$ cat config.mk
export PLATFORM = sky130hd
export DESIGN_NAME = fifo_control
export DESIGN_NICKNAME = d
export VERILOG_FILES = /design/src/rtl/fifo_control.sv
export SDC_FILE = /design/constraint.sdc
export NUM_CORES = 1
export LEC_CHECK = 0
export CORE_MARGIN = 2
export CORE_UTILIZATION = 45
export CTS_CLUSTER_SIZE = 10
export DETAILED_ROUTE_END_ITERATION = 7
export PLACE_DENSITY = 0.8
export SYNTH_ARGS = -nofsm -noshare
export SYNTH_HDL_FRONTEND = slang
export SYNTH_SLANG_ARGS = --single-unit
$ cat constraint.sdc
create_clock -name clk -period 3.1 [get_ports clk]
set_clock_uncertainty 0.15 [all_clocks]
set_input_delay 0.62 -clock clk [delete_from_list [all_inputs] [get_ports clk]]
set_output_delay 0.62 -clock clk [all_outputs]
set_load 0.1 [all_outputs]
$ cat src/rtl/fifo_control.sv
// Pointer, occupancy and flag controller for an 8-entry circular memory.
// Turns push/pop requests into memory strobes, advances the circular pointers,
// keeps registered full/empty/almost flags and sticky overflow/underflow bits.
module fifo_control #(
  parameter int LENGTH      = 8,
  parameter int PTR_WIDTH   = 3,
  parameter int UMBRAL_ALTO = 6,
  parameter int UMBRAL_BAJO = 2
) (
  input  logic                 clk,
  input  logic                 reset,
  input  logic                 push,
  input  logic                 pop,
  output logic                 write,
  output logic                 read,
  output logic [PTR_WIDTH-1:0] ptr_write,
  output logic [PTR_WIDTH-1:0] ptr_read,
  output logic [PTR_WIDTH:0]   count,
  output logic                 full,
  output logic                 empty,
  output logic                 almost_full,
  output logic                 almost_empty,
  output logic                 data_valid,
  output logic                 overflow,
  output logic                 underflow
);

  localparam logic [PTR_WIDTH-1:0] PTR_LAST  = PTR_WIDTH'(LENGTH - 1);
  localparam logic [PTR_WIDTH:0]   CNT_FULL  = (PTR_WIDTH+1)'(LENGTH);
  localparam logic [PTR_WIDTH:0]   CNT_ALTO  = (PTR_WIDTH+1)'(UMBRAL_ALTO);
  localparam logic [PTR_WIDTH:0]   CNT_BAJO  = (PTR_WIDTH+1)'(UMBRAL_BAJO);

  logic [PTR_WIDTH:0] count_next;

  // Circular increment with explicit wrap at the last memory entry.
  function automatic logic [PTR_WIDTH-1:0] ptr_inc(input logic [PTR_WIDTH-1:0] p);
    if (p == PTR_LAST) ptr_inc = '0;
    else               ptr_inc = p + 1'b1;
  endfunction

  // Strobes use only the registered flags, so push/pop never reach the flags combinationally.
  always_comb begin
    write = push & ~full  & ~reset;
    read  = pop  & ~empty & ~reset;
  end

  // Next occupancy: simultaneous read and write leaves the count unchanged.
  always_comb begin
    count_next = count;
    if (write && !read)      count_next = count + 1'b1;
    else if (read && !write) count_next = count - 1'b1;
  end

  // Pointers, occupancy, flags (from next count) and sticky error bits.
  always_ff @(posedge clk) begin
    if (reset) begin
      ptr_write    <= '0;
      ptr_read     <= '0;
      count        <= '0;
      full         <= 1'b0;
      empty        <= 1'b1;
      almost_full  <= 1'b0;
      almost_empty <= 1'b1;
      data_valid   <= 1'b0;
      overflow     <= 1'b0;
      underflow    <= 1'b0;
    end else begin
      if (write) ptr_write <= ptr_inc(ptr_write);
      if (read)  ptr_read  <= ptr_inc(ptr_read);
      count        <= count_next;
      full         <= (count_next == CNT_FULL);
      empty        <= (count_next == '0);
      almost_full  <= (count_next >= CNT_ALTO);
      almost_empty <= (count_next <= CNT_BAJO);
      // Memory data_out is registered, so valid lags the read strobe by one cycle.
      data_valid   <= read;
      if (push && full)  overflow  <= 1'b1;
      if (pop  && empty) underflow <= 1'b1;
    end
  end

endmodule

* After elaboration in Yosys (flattened, before gate mapping)
Index checks and enable logic that the tools add are counted.
Cells by class: reduce and logical (&&, ||, !) cells 7, order comparisons 2, equal/unequal tests 3, add/subtract/negate cells 4, bitwise operators 7, mux-type cells 4
Operators with widths (number):
- two-way mux 4 bit | 2
- adder 3 x 1 -> 3 bit, second input constant | 2
- == test 3 bit, second input constant | 2
- two-way mux 3 bit | 2
- adder 4 x 1 -> 4 bit, second input constant | 1
- bitwise AND 1 bit | 4
- == test 4 bit, second input constant | 1
- greater-or-equal comparator 4 x 3 -> 1 bit, second input constant | 1
- less-or-equal comparator 4 x 2 -> 1 bit, second input constant | 1
- logical AND 1 bit | 4
- logical NOT 4 bit | 1
- subtractor 4 x 1 -> 4 bit, second input constant | 1
- NOT 1 bit | 3
- logical NOT 1 bit | 2
Word-level totals: word-level logic and storage cells 37, flip-flop bits (word level) 17, output and inout bits 19, input port bits 4

* Depth between registers and ports, before layout
depth after elaboration 8, mapped depth 7, depth with buffers taken out 6

* Worst setup path before layout
OpenSTA, ideal clock, no wires.
path kind register to output, from register empty, to output read, data arrival time 2348 ps, slack -18 ps, cell stages (with the launch flop) 4, data required time 2330 ps, cells stage by stage dfxtp_1 nand2b_1 buf_2 nor2_1
On the way: cells in the longest elaborated chain, start to end 3
RTL lines:
- start: declaration | RTL line 20 | output logic empty,
- start signal: assignment | RTL line 72 | empty <= (count_next == '0);
- NOT 1 bit | RTL line 44 | read = pop & ~empty & ~reset;
- bitwise AND 1 bit (2 in a row) | RTL line 44
- end: declaration | RTL line 15 | output logic read,
Every way passes these cells.

* Worst setup path after layout
from input reset, to output write
On the way: cells in the longest elaborated chain, start to end 2
RTL lines:
- start: declaration | RTL line 11 | input logic reset,
- NOT 1 bit | RTL line 43 | write = push & ~full & ~reset;
- bitwise AND 1 bit | RTL line 43
- end: declaration | RTL line 14 | output logic write,
Every way passes these cells.

==> metrics.txt <==
# TYPE chip_impl_metric gauge
chip_impl_info{name="path_cells",value="clkdlybuf4s50_1 > nor2_1 > buf_12"} 1
chip_impl_metric{name="worst_skew_pair.late_latency",unit="ns"} 0.30
chip_impl_metric{name="timing.hold.ws",unit="ns"} 0.327
chip_impl_metric{name="post_cts_resized",unit=""} 0
chip_impl_info{name="critPathSlowestCell",value="clkdlybuf4s50_1"} 1
chip_impl_metric{name="syn-cell-area",unit="um2"} 817
chip_impl_metric{name="synth_seq_cells",unit=""} 17
chip_impl_metric{name="core.rowCount",unit=""} 15
chip_impl_metric{name="routed_via_density",unit=""} 4.80
chip_impl_metric{name="maxSlewHeadroom",unit="%"} 62.7
chip_impl_metric{name="num_antenna_cells",unit=""} 0
chip_impl_info{name="critical_path.endpoint_type",value="output pin"} 1
chip_impl_metric{name="tritoncts.num_buffers",unit=""} 3
chip_impl_metric{name="setup_total_negative_slack",unit="ns"} 0
chip_impl_metric{name="timing.final.ws_setup",unit="ns"} 0.488
chip_impl_metric{name="cts_setup_buffers",unit=""} 0
chip_impl_info{name="clock_tree_from_tritoncts",value="yes"} 1
chip_impl_metric{name="power_per_cell_area",unit="nW/um2"} 792
chip_impl_metric{name="detailed_place_hpwl",unit="um"} 1130
chip_impl_metric{name="final_max_slew_viol_count",unit=""} 0
chip_impl_metric{name="finalNetCount",unit=""} 123
chip_impl_metric{name="detailroute.wirelength.met2",unit="um"} 688
chip_impl_metric{name="netlist_instances",unit=""} 88
chip_impl_metric{name="place_congestion",unit=""} 0.765
chip_impl_metric{name="max-cap-violations",unit=""} 0
chip_impl_metric{name="worstMarginPinSlew",unit="ns"} 0.558
chip_impl_metric{name="fin_crit",unit="ns"} 2.61
chip_impl_metric{name="routed_wirelength",unit="um"} 1470
chip_impl_metric{name="critPathMaxFanout",unit=""} 17
chip_impl_info{name="yosys.area.top_type",value="dfxtp_1"} 1
chip_impl_metric{name="timing_hold_violations_final",unit=""} 0
chip_impl_metric{name="vdd_ir_drop_max",unit="uV"} 462
chip_impl_metric{name="total_of_hold_buffers_inserted_after_clock_tree_synthesis",unit=""} 0
chip_impl_info{name="dr.max_layer_used",value="met4"} 1
chip_impl_info{name="clk_root_buffer_cell",value="clkbuf_4"} 1
chip_impl_metric{name="detailroute.wirelength.met3",unit="um"} 85
chip_impl_metric{name="drtIter0Drc",unit=""} 3
chip_impl_metric{name="cp.arrival",unit="ns"} 1.84
chip_impl_info{name="yosys-top-cells-area",value="dfxtp_1, ha_1, a21oi_1"} 1
chip_impl_metric{name="leakagePower",unit="nW"} 0.495
chip_impl_metric{name="critical_path.max_stage_delay",unit="ns"} 0.69
chip_impl_metric{name="syn_avg_cell_area",unit="um2"} 9.28
chip_impl_metric{name="cts.path.max_buffers",unit=""} 2
chip_impl_metric{name="pin_count_of_the_biggest_net_entering_global_routing",unit=""} 18
chip_impl_metric{name="flow.area_growth_from_synthesis",unit="%"} 31.1
chip_impl_metric{name="detail-route-antenna-nets",unit=""} 0
chip_impl_info{name="run_status",value="finished, final reports clean"} 1
chip_impl_metric{name="setup_viol",unit=""} 0
chip_impl_metric{name="min_period_over_period",unit="%"} 84.3
chip_impl_info{name="rsz0062_at_grt",value="no"} 1
chip_impl_metric{name="worstPathRequired",unit="ns"} 2.33
chip_impl_metric{name="gr_overflow_total",unit=""} 0
chip_impl_metric{name="post-place-ws",unit="ns"} 0.471
chip_impl_metric{name="die_area",unit="um2"} 2170
chip_impl_metric{name="synth_nets",unit=""} 98
chip_impl_metric{name="cts.clk_slew.worst_paths",unit="ns"} 0.10
chip_impl_metric{name="width_of_the_die",unit="um"} 46.6
chip_impl_metric{name="grt_pass1_wl",unit="um"} 2440
chip_impl_metric{name="number_of_port_buffers",unit=""} 22
chip_impl_metric{name="post-route-drc-count",unit=""} 0
chip_impl_metric{name="maxClockFrequency",unit="MHz"} 383
chip_impl_metric{name="grt_pass1_vias",unit=""} 570
chip_impl_metric{name="final_util",unit="%"} 62.7
chip_impl_metric{name="initial_core_util",unit="%"} 47.8
chip_impl_metric{name="design.portCount",unit=""} 23
chip_impl_metric{name="synth.top_cell.area_share",unit="%"} 41.7
chip_impl_metric{name="number_of_levels_in_the_clock_h_tree",unit=""} 1
chip_impl_info{name="critical_path.startpoint_type",value="input port"} 1
chip_impl_metric{name="total_global_route_track_usage",unit="%"} 16.5
chip_impl_metric{name="routed-via-count",unit=""} 657
chip_impl_metric{name="share_of_final_layout_standard_cells_stronger_than_drive_strength_1",unit="%"} 32.1
chip_impl_info{name="setup.worst_path.class",value="in2out"} 1
chip_impl_metric{name="yosys.cell_types.count",unit=""} 31
chip_impl_metric{name="routedLengthMet1",unit="um"} 650
chip_impl_metric{name="fp.coreArea",unit="um2"} 1710
chip_impl_info{name="hold_path_class",value="reg2reg"} 1
chip_impl_metric{name="yosys_warns",unit=""} 0
chip_impl_metric{name="r2r_cells",unit=""} 6
chip_impl_metric{name="route.detailed.wl_per_inst",unit="um"} 10.7
chip_impl_metric{name="detailedRoute.firstPassIterationCount",unit=""} 4
chip_impl_metric{name="power",unit="mW"} 0.849
chip_impl_metric{name="min_delay_path_depth",unit=""} 2
chip_impl_metric{name="numClockSinks",unit=""} 17
chip_impl_metric{name="die_h",unit="um"} 46.6
chip_impl_metric{name="antenna_found_initial",unit=""} 0
chip_impl_metric{name="synth.yosys.seq_area_share",unit="%"} 41.7
==> cells in the mapped netlist <==
cell	count
inv_1	4
nor2_4	1
a2bb2oi_1	1
inv_2	1
a31o_1	1
and3_1	2
xor2_2	1
nand2b_1	2
a21oi_1	9
dfxtp_1	17
a31oi_1	1
nor4_1	1
buf_1	1
nor2b_1	1
nor2_2	1
o22ai_2	1
mux2_4	1
xnor2_2	1
nor2_1	10
o221a_1	1
nand2_1	10
and2b_4	2
clkbuf_1	1
xor2_1	1
ha_1	6
a22oi_2	2
mux2i_1	1
nor3_1	4
xnor2_1	1
buf_2	1
o31ai_1	1
==> worst paths after layout <==
check | from | to | slack [ns]
worst max-delay path | reset | write | 0.49
worst min-delay path | underflow | underflow | 0.33
worst max register to register | count[0] | almost_empty | 1.02
worst min register to register | underflow | underflow | 0.33
==> placed cells by master (no fill, tap or decap), types with 3 or more instances in the layout <==
| master | instances |
|---|---|
| a21oi_1 | 9 |
| buf_4 | 18 |
| clkbuf_4 | 3 |
| clkdlybuf4s50_1 | 3 |
| dfxtp_1 | 17 |
| ha_1 | 6 |
| inv_1 | 4 |
| nand2_1 | 10 |
| nor2_1 | 9 |
| nor3_1 | 4 |
==> worst max-delay path, delay by kind of cell <==
family                 cells  cell delay, ns
buffers and inverters      2            0.90
AND/OR/NAND/NOR            1            0.31
==> per-stage QoR <==
| step | instances | cell area (um2) |
|---|---|---|
| final | 137 | 1070 |
| after global routing | 137 | 1070 |
| after CTS | 137 | 1070 |
| after detailed placement | 133 | 1040 |
| after global placement | 133 | 1040 |
| after floorplan | 88 | 820 |
==> metal layers <==
| metal | GRT usage, % | vias up |
|---|---|---|
| met4 | 10.0 | 0 |
| met5 | 0 | - |
| met3 | 6.27 | 5 |
| met1 | 19.4 | 289 |
| met2 | 25.3 | 16 |
| li1 | - | 347 |
==> cells by family after synthesis <==
kind of cell	after synthesis	share of synthesized area, %
AOI/OAI and AO/OA	17	15.3
xor gates and xnor gates	4	6.13
adders and majority gates	6	9.19
buffers and inverters	8	3.83
DFF	17	41.7
muxes	2	3.06
and+or+nand+nor	34	20.8
==> state kept, by name, summed over array words and instances, names as in the netlist <==
register      flops
data_valid        1
ptr_write         3
count             4
underflow         1
almost_full       1
ptr_read          3
overflow          1
almost_empty      1
full              1
empty             1
==> power breakdown <==
group          switching [mW]  leakage, nW  internal (mW)
Clock                  0.0704       0.0177         0.0481
Sequential             0.0291        0.139          0.249
Combinational           0.331        0.338          0.121
Total                   0.431        0.495          0.418
==> cell type report <==
class	instances	area [um2]
Clock buffer	3	22.5
Clock inverter	1	5.00
Fill cell	156	637
Inverter	5	18.8
Multi-Input combinational cell	63	448
Sequential cell	17	340
Tap cell	25	31.3
Timing Repair Buffer	23	205
Note: power is estimated with default switching activity, not from simulation.
